File: src/rtl/icache_pkg.sv
// Shared types and helpers for the instruction-cache refill path.
package icache_pkg;

  typedef enum logic [1:0] {
    StIdle = 2'd0,
    StMreq = 2'd1,
    StRecv = 2'd2,
    StFill = 2'd3
  } refill_state_e;

  localparam logic RD_TYPE_WORD = 1'b0;
  localparam logic RD_TYPE_LINE = 1'b1;

  localparam int unsigned OFFSET_WIDTH_DEF = 2;
  localparam int unsigned LINE_WORDS       = 1 << OFFSET_WIDTH_DEF;

  function automatic int unsigned line_words(input int unsigned offset_width);
    return 1 << offset_width;
  endfunction

  // Clears the byte offset plus the word-within-line offset.
  function automatic logic [31:0] line_align(input logic [31:0] addr,
                                             input int unsigned offset_width);
    logic [31:0] mask;
    mask = ~((32'd1 << (offset_width + 2)) - 32'd1);
    return addr & mask;
  endfunction

endpackage

File: src/rtl/icache_line_buf.sv
// Refill line buffer: beat counter, per-word storage and a word-select read port.
module icache_line_buf
  import icache_pkg::*;
#(
  parameter int unsigned offset_width = 2
) (
  input  logic                                  clk,
  input  logic                                  rst,
  input  logic                                  clr,
  input  logic                                  we,
  input  logic [31:0]                           wdata,
  input  logic [offset_width-1:0]               rd_sel,
  output logic [31:0]                           rd_data,
  output logic [32*(1<<offset_width)-1:0]       line
);

  localparam int unsigned LineWords = 1 << offset_width;

  logic [31:0]             words_q [LineWords];
  logic [offset_width-1:0] cnt_q;

  always_ff @(posedge clk) begin
    if (rst) begin
      cnt_q <= '0;
      for (int i = 0; i < LineWords; i++) begin
        words_q[i] <= '0;
      end
    end else if (clr) begin
      cnt_q <= '0;
    end else if (we) begin
      words_q[cnt_q] <= wdata;
      // Wraps naturally modulo the line length.
      cnt_q          <= cnt_q + offset_width'(1);
    end
  end

  assign rd_data = words_q[rd_sel];

  always_comb begin
    line = '0;
    for (int i = 0; i < LineWords; i++) begin
      line[32*i +: 32] = words_q[i];
    end
  end

endmodule

File: src/rtl/icache_refill_ctrl.sv
// Stage-2 instruction-cache miss/refill controller: hit return, line refill and
// single-word uncached fetch, stalling the request buffer while busy.
module icache_refill_ctrl
  import icache_pkg::*;
#(
  parameter int unsigned offset_width = 2
) (
  input  logic                             clk,
  input  logic                             rst,
  input  logic                             rbuf_valid,
  input  logic [31:0]                      rbuf_addr,
  input  logic [31:0]                      rbuf_paddr,
  input  logic                             rbuf_opflag,
  input  logic                             rbuf_SUC,
  input  logic                             hit,
  input  logic [31:0]                      hit_data,
  input  logic                             flush,
  output logic                             rbuf_stall,
  output logic                             data_valid,
  output logic [31:0]                      data_out,
  output logic                             mem_rd_req,
  output logic                             mem_rd_type,
  output logic [31:0]                      mem_rd_addr,
  input  logic                             mem_rd_rdy,
  input  logic                             mem_ret_valid,
  input  logic                             mem_ret_last,
  input  logic [31:0]                      mem_ret_data,
  output logic                             refill_we,
  output logic [31:0]                      refill_addr,
  output logic [32*(1<<offset_width)-1:0]  refill_data
);

  refill_state_e state_q, state_d;
  logic          suc_q, suc_d;
  logic          cancel_q, cancel_d;
  logic [31:0]   paddr_q, paddr_d;
  logic [31:0]   vaddr_q, vaddr_d;

  logic          active, miss;
  logic          lb_clr, lb_we;
  logic [31:0]   lb_rd_data;

  assign active = rbuf_valid & ~rbuf_opflag;
  assign miss   = active & (rbuf_SUC | ~hit);

  icache_line_buf #(
    .offset_width(offset_width)
  ) u_line_buf (
    .clk     (clk),
    .rst     (rst),
    .clr     (lb_clr),
    .we      (lb_we),
    .wdata   (mem_ret_data),
    .rd_sel  (paddr_q[offset_width+1:2]),
    .rd_data (lb_rd_data),
    .line    (refill_data)
  );

  always_ff @(posedge clk) begin
    if (rst) begin
      state_q  <= StIdle;
      suc_q    <= 1'b0;
      cancel_q <= 1'b0;
      paddr_q  <= '0;
      vaddr_q  <= '0;
    end else begin
      state_q  <= state_d;
      suc_q    <= suc_d;
      cancel_q <= cancel_d;
      paddr_q  <= paddr_d;
      vaddr_q  <= vaddr_d;
    end
  end

  always_comb begin
    state_d     = state_q;
    suc_d       = suc_q;
    cancel_d    = cancel_q;
    paddr_d     = paddr_q;
    vaddr_d     = vaddr_q;
    lb_clr      = 1'b0;
    lb_we       = 1'b0;
    rbuf_stall  = 1'b0;
    data_valid  = 1'b0;
    data_out    = '0;
    mem_rd_req  = 1'b0;
    mem_rd_type = RD_TYPE_WORD;
    mem_rd_addr = '0;
    refill_we   = 1'b0;
    refill_addr = '0;

    unique case (state_q)
      StIdle: begin
        if (active && !rbuf_SUC && hit) begin
          data_valid = 1'b1;
          data_out   = hit_data;
        end
        if (miss) begin
          rbuf_stall = 1'b1;
          if (!flush) begin
            state_d = StMreq;
            suc_d   = rbuf_SUC;
            paddr_d = rbuf_paddr;
            vaddr_d = rbuf_addr;
          end
        end
      end
      StMreq: begin
        rbuf_stall = 1'b1;
        mem_rd_req = 1'b1;
        if (suc_q) begin
          mem_rd_type = RD_TYPE_WORD;
          mem_rd_addr = {paddr_q[31:2], 2'b00};
        end else begin
          mem_rd_type = RD_TYPE_LINE;
          mem_rd_addr = line_align(paddr_q, offset_width);
        end
        // Once accepted the transaction must complete, so a coincident flush only cancels.
        if (mem_rd_rdy) begin
          state_d = StRecv;
          lb_clr  = 1'b1;
          if (flush) cancel_d = 1'b1;
        end else if (flush) begin
          state_d = StIdle;
        end
      end
      StRecv: begin
        rbuf_stall = 1'b1;
        if (flush) cancel_d = 1'b1;
        if (mem_ret_valid) begin
          lb_we = 1'b1;
          if (mem_ret_last) begin
            if (suc_q) begin
              state_d = StIdle;
              if (!cancel_q && !flush) begin
                data_valid = 1'b1;
                data_out   = mem_ret_data;
              end
            end else begin
              state_d = StFill;
            end
          end
        end
      end
      StFill: begin
        refill_we   = 1'b1;
        refill_addr = line_align(vaddr_q, offset_width);
        state_d     = StIdle;
        if (!cancel_q && !flush) begin
          data_valid = 1'b1;
          data_out   = lb_rd_data;
        end
      end
      default: state_d = StIdle;
    endcase

    if (state_d == StIdle) cancel_d = 1'b0;
  end

endmodule

File: config.mk
export PLATFORM = sky130hd
export DESIGN_NAME = icache_refill_ctrl
export DESIGN_NICKNAME = d
export VERILOG_FILES = /design/src/rtl/icache_pkg.sv /design/src/rtl/icache_line_buf.sv /design/src/rtl/icache_refill_ctrl.sv
export SDC_FILE = /design/constraint.sdc
export NUM_CORES = 1
export LEC_CHECK = 0
export CORE_ASPECT_RATIO = 1.75
export CORE_MARGIN = 1.5
export CORE_UTILIZATION = 40
export CTS_CLUSTER_DIAMETER = 50
export DETAILED_ROUTE_END_ITERATION = 7
export PLACE_DENSITY = 0.76
export SETUP_SLACK_MARGIN = 0.05
export SLEW_MARGIN = 25
export SYNTH_ARGS = -nofsm -noshare
export SYNTH_HDL_FRONTEND = slang
export SYNTH_SLANG_ARGS = --single-unit
File: constraint.sdc
create_clock -name clk -period 7.9 [get_ports clk]
set_input_delay 0.79 -clock clk [delete_from_list [all_inputs] [get_ports clk]]
set_output_delay 0.79 -clock clk [all_outputs]
set_load 0.03 [all_outputs]
==> metrics.csv <==
stage,metric,value,unit
detailed_routing,viasPerCell,5.17,
floorplan,core,21600,um2
synthesis,synth-edff-count,128,
setup_path,worstSetupPathType,in2out,
floorplan,fp.dieH,200,um
place,gp_congestion,0.795,
cts,root_buffer,clkbuf_16,
sta,timing.slew.headroom,31.3,%
floorplan,num_rows,71,
cts,postCtsResizedCells,0,
synthesis,synth.distinct_cells,40,
layout,final_common_cell,clkdlybuf4s50_1,
floorplan,die_width,116,um
synthesis,yosys-top-cells-area,"edfxtp_1 (43%), dfxtp_1 (15%), mux4_2 (8.1%)",
floorplan,start_util,41.1,%
cts,cts_tree,yes,
global_routing,grt_overflow,0,
setup_path,critPathRequiredTime,7.11,ns
sta,maxSlewViolCount,0,
sta,finClkSkew,0.00972,ns
setup_path,end_kind,primary output,
power,vdd_drop_max,0.193,mV
synthesis,async_flop_share,0,%
outcome,status,completed,
global_routing,grt_pass1_vias,7634,
detailed_routing,via_count,7417,
detailed_routing,route.detailed.drc,0,
global_routing,antenna_found_initial,1,
detailed_routing,final_antenna_net_count,0,
sta,tightest_slew,1.02,ns
synthesis,yosys_warnings,0,
global_routing,grt_start_max_net_pins,71,
sta,period_needed,4.59,ns
synthesis,yosys.area.top_type_share,43.3,%
floorplan,dieArea,23100,um2
cts,clk_latency,0.43,ns
layout,drive_gt1_share,7.97,%
setup_path,worstPathArrival,3.80,ns
setup_path,start_kind,input pin,
job,cap_violations,0,
cts,cts_buffer_depth,2,
cts,cts_hold_buf,0,
layout,diodes,0,
sta,final_hold_viol_count,0,
detailed_routing,wl_per_cell,20.5,um
global_routing,grt_util_met1,25.9,%
synthesis,syn-mean-instance-area,11.0,um2
global_routing,grt_pass1_wl,43100,um
cts,post_cts_buffers,0,
place,hpwl,19900,um
synthesis,synth_seq_cells,194,
cts,cts_made_buffers,17,
place,portBuffers,354,
layout,syn2layout_area_growth,48.9,%
power,p_total,0.00261,W
synthesis,synth_cells,810,
worst_hold_path,hold_end,vaddr_q[4],
layout,final_cell_mix,"clkdlybuf4s50_1 (353), nand2_1 (153), edfxtp_1 (128), nor2_1 (97), and2_1 (92)",
detailed_routing,first_pass_iters,6,
synthesis,ys.flop_type,edfxtp_1,
worst_hold_path,hp-start,vaddr_q[4],
detailed_routing,drtIter0Drc,388,
setup_path,worst-path-max-fanout,19,
global_routing,use_met3,9.36,%
global_routing,grt.total_usage,25.5,%
sta,rsz0062_at_grt,no,
global_routing,grt_use_met2,46.5,%
synthesis,synth_area_leader_cell,edfxtp_1,
setup_path,rr_endpoint,u_line_buf.words_q[2][21],
synthesis,seq_area_frac_synth,58.2,%
synthesis,syn_area,8870,um2
setup_path,r2r_setup_slack,4.55,ns
layout,final_net_count,1271,
sta,fmax,218,MHz
floorplan,io-pin-count,367,
setup_path,timing.rr.start,state_q[1],
power,total_leakage_power,4.84,nW
cts,cts.sinks,194,
worst_hold_path,hold_class,reg2reg,
global_routing,top_usage_layer,met2,
power,pwr_density_cell,198,nW/um2
sta,period_share,58.1,%
cts,cts_htree_levels,4,
setup_path,worst_r2r_path_depth,8,
sta,timing.setup.tns,0,ns
detailed_routing,routed_wl,29300,um
cts,path_clk_slew,0.07,ns
sta,setup_viol,0,
worst_hold_path,hold_path_depth,2,
==> Yosys cell counts (all sizes together) (9+ instances only) <==
cell / instances
a21oi: 60
a222oi: 32
and2: 92
and3: 9
buf: 32
clkbuf: 36
dfxtp: 66
edfxtp: 128
inv: 33
mux4: 32
nand2: 155
nor2: 98
==> area by class of cell <==
class	instances	area (um2)
fillers	1791	8380
flip-flops and latches	194	5170
repair buffers	363	3630
multi-input cells	520	3330
clock buffers	19	464
well taps	292	365
clock inverters	13	129
inverters	33	124
==> worst max-delay path, stage by stage <==
cell             delay, ns
clkdlybuf4s50_1       0.64
nor4_4                0.97
buf_4                 0.43
a222oi_1              0.11
nor2_1                0.14
clkdlybuf4s50_1       0.71
==> power by group <==
| part | leakage (nW) | switching [W] | internal, W |
|---|---|---|---|
| Sequential | 1.86 | 0.0000439 | 0.00115 |
| Combinational | 2.67 | 0.000315 | 0.000226 |
| Clock | 0.304 | 0.000384 | 0.000493 |
==> stage by stage <==
step | setup WS [ns] | utilization (%) | hold slack, ns | cells | area [um2]
global placement | 3.31 | 58.3 | 0.437 | 1401 | 12600
CTS | 3.28 | 61.0 | 0.451 | 1433 | 13200
global route | 3.15 | 61.2 | 0.470 | 1434 | 13200
floorplan | 4.99 | - | 0.432 | 815 | 8890
finish | 3.31 | 61.2 | 0.451 | 1434 | 13200
detailed placement | 3.28 | 58.3 | 0.442 | 1401 | 12600
==> state kept, by name, summed over array words and instances (netlist names), named ones only <==
signal              flops
cancel_q                1
paddr_q                30
state_q                 2
suc_q                   1
u_line_buf.cnt_q        2
u_line_buf.words_q    128
vaddr_q                28
==> cell families after synthesis <==
| group | count (synthesis) | share of synthesized area, % |
|---|---|---|
| AND/OR/NAND/NOR | 373 | 19.5 |
| flip-flops | 194 | 58.2 |
| AO/OA/AOI/OAI | 103 | 8.11 |
| buffers and inverters | 101 | 5.21 |
| multiplexers | 32 | 8.13 |
| adder cells (fa/ha/maj) | 4 | 0.564 |
| XOR/XNOR | 2 | 0.198 |
| other | 1 | 0.0423 |
==> worst max-delay path by stage <==
| stage | slack, ns | to | start | cells after the start |
|---|---|---|---|---|
| final | 3.31 | data_out[31] | flush | 6 |
| after CTS | 3.28 | data_out[31] | flush | 6 |
| after floorplan | 4.99 | data_out[16] | flush | 5 |
| after detailed placement | 3.28 | data_out[31] | flush | 6 |
| after global routing | 3.15 | data_out[31] | flush | 6 |
| after global placement | 3.31 | data_out[17] | flush | 6 |
==> routing by layer <==
layer	up-vias	part of all wire [%]
li1	3447	-
met1	3565	35
met2	358	54
met3	45	9.2
met4	2	2.5
met5	-	0.058
Power figures use the tool's default switching activity.
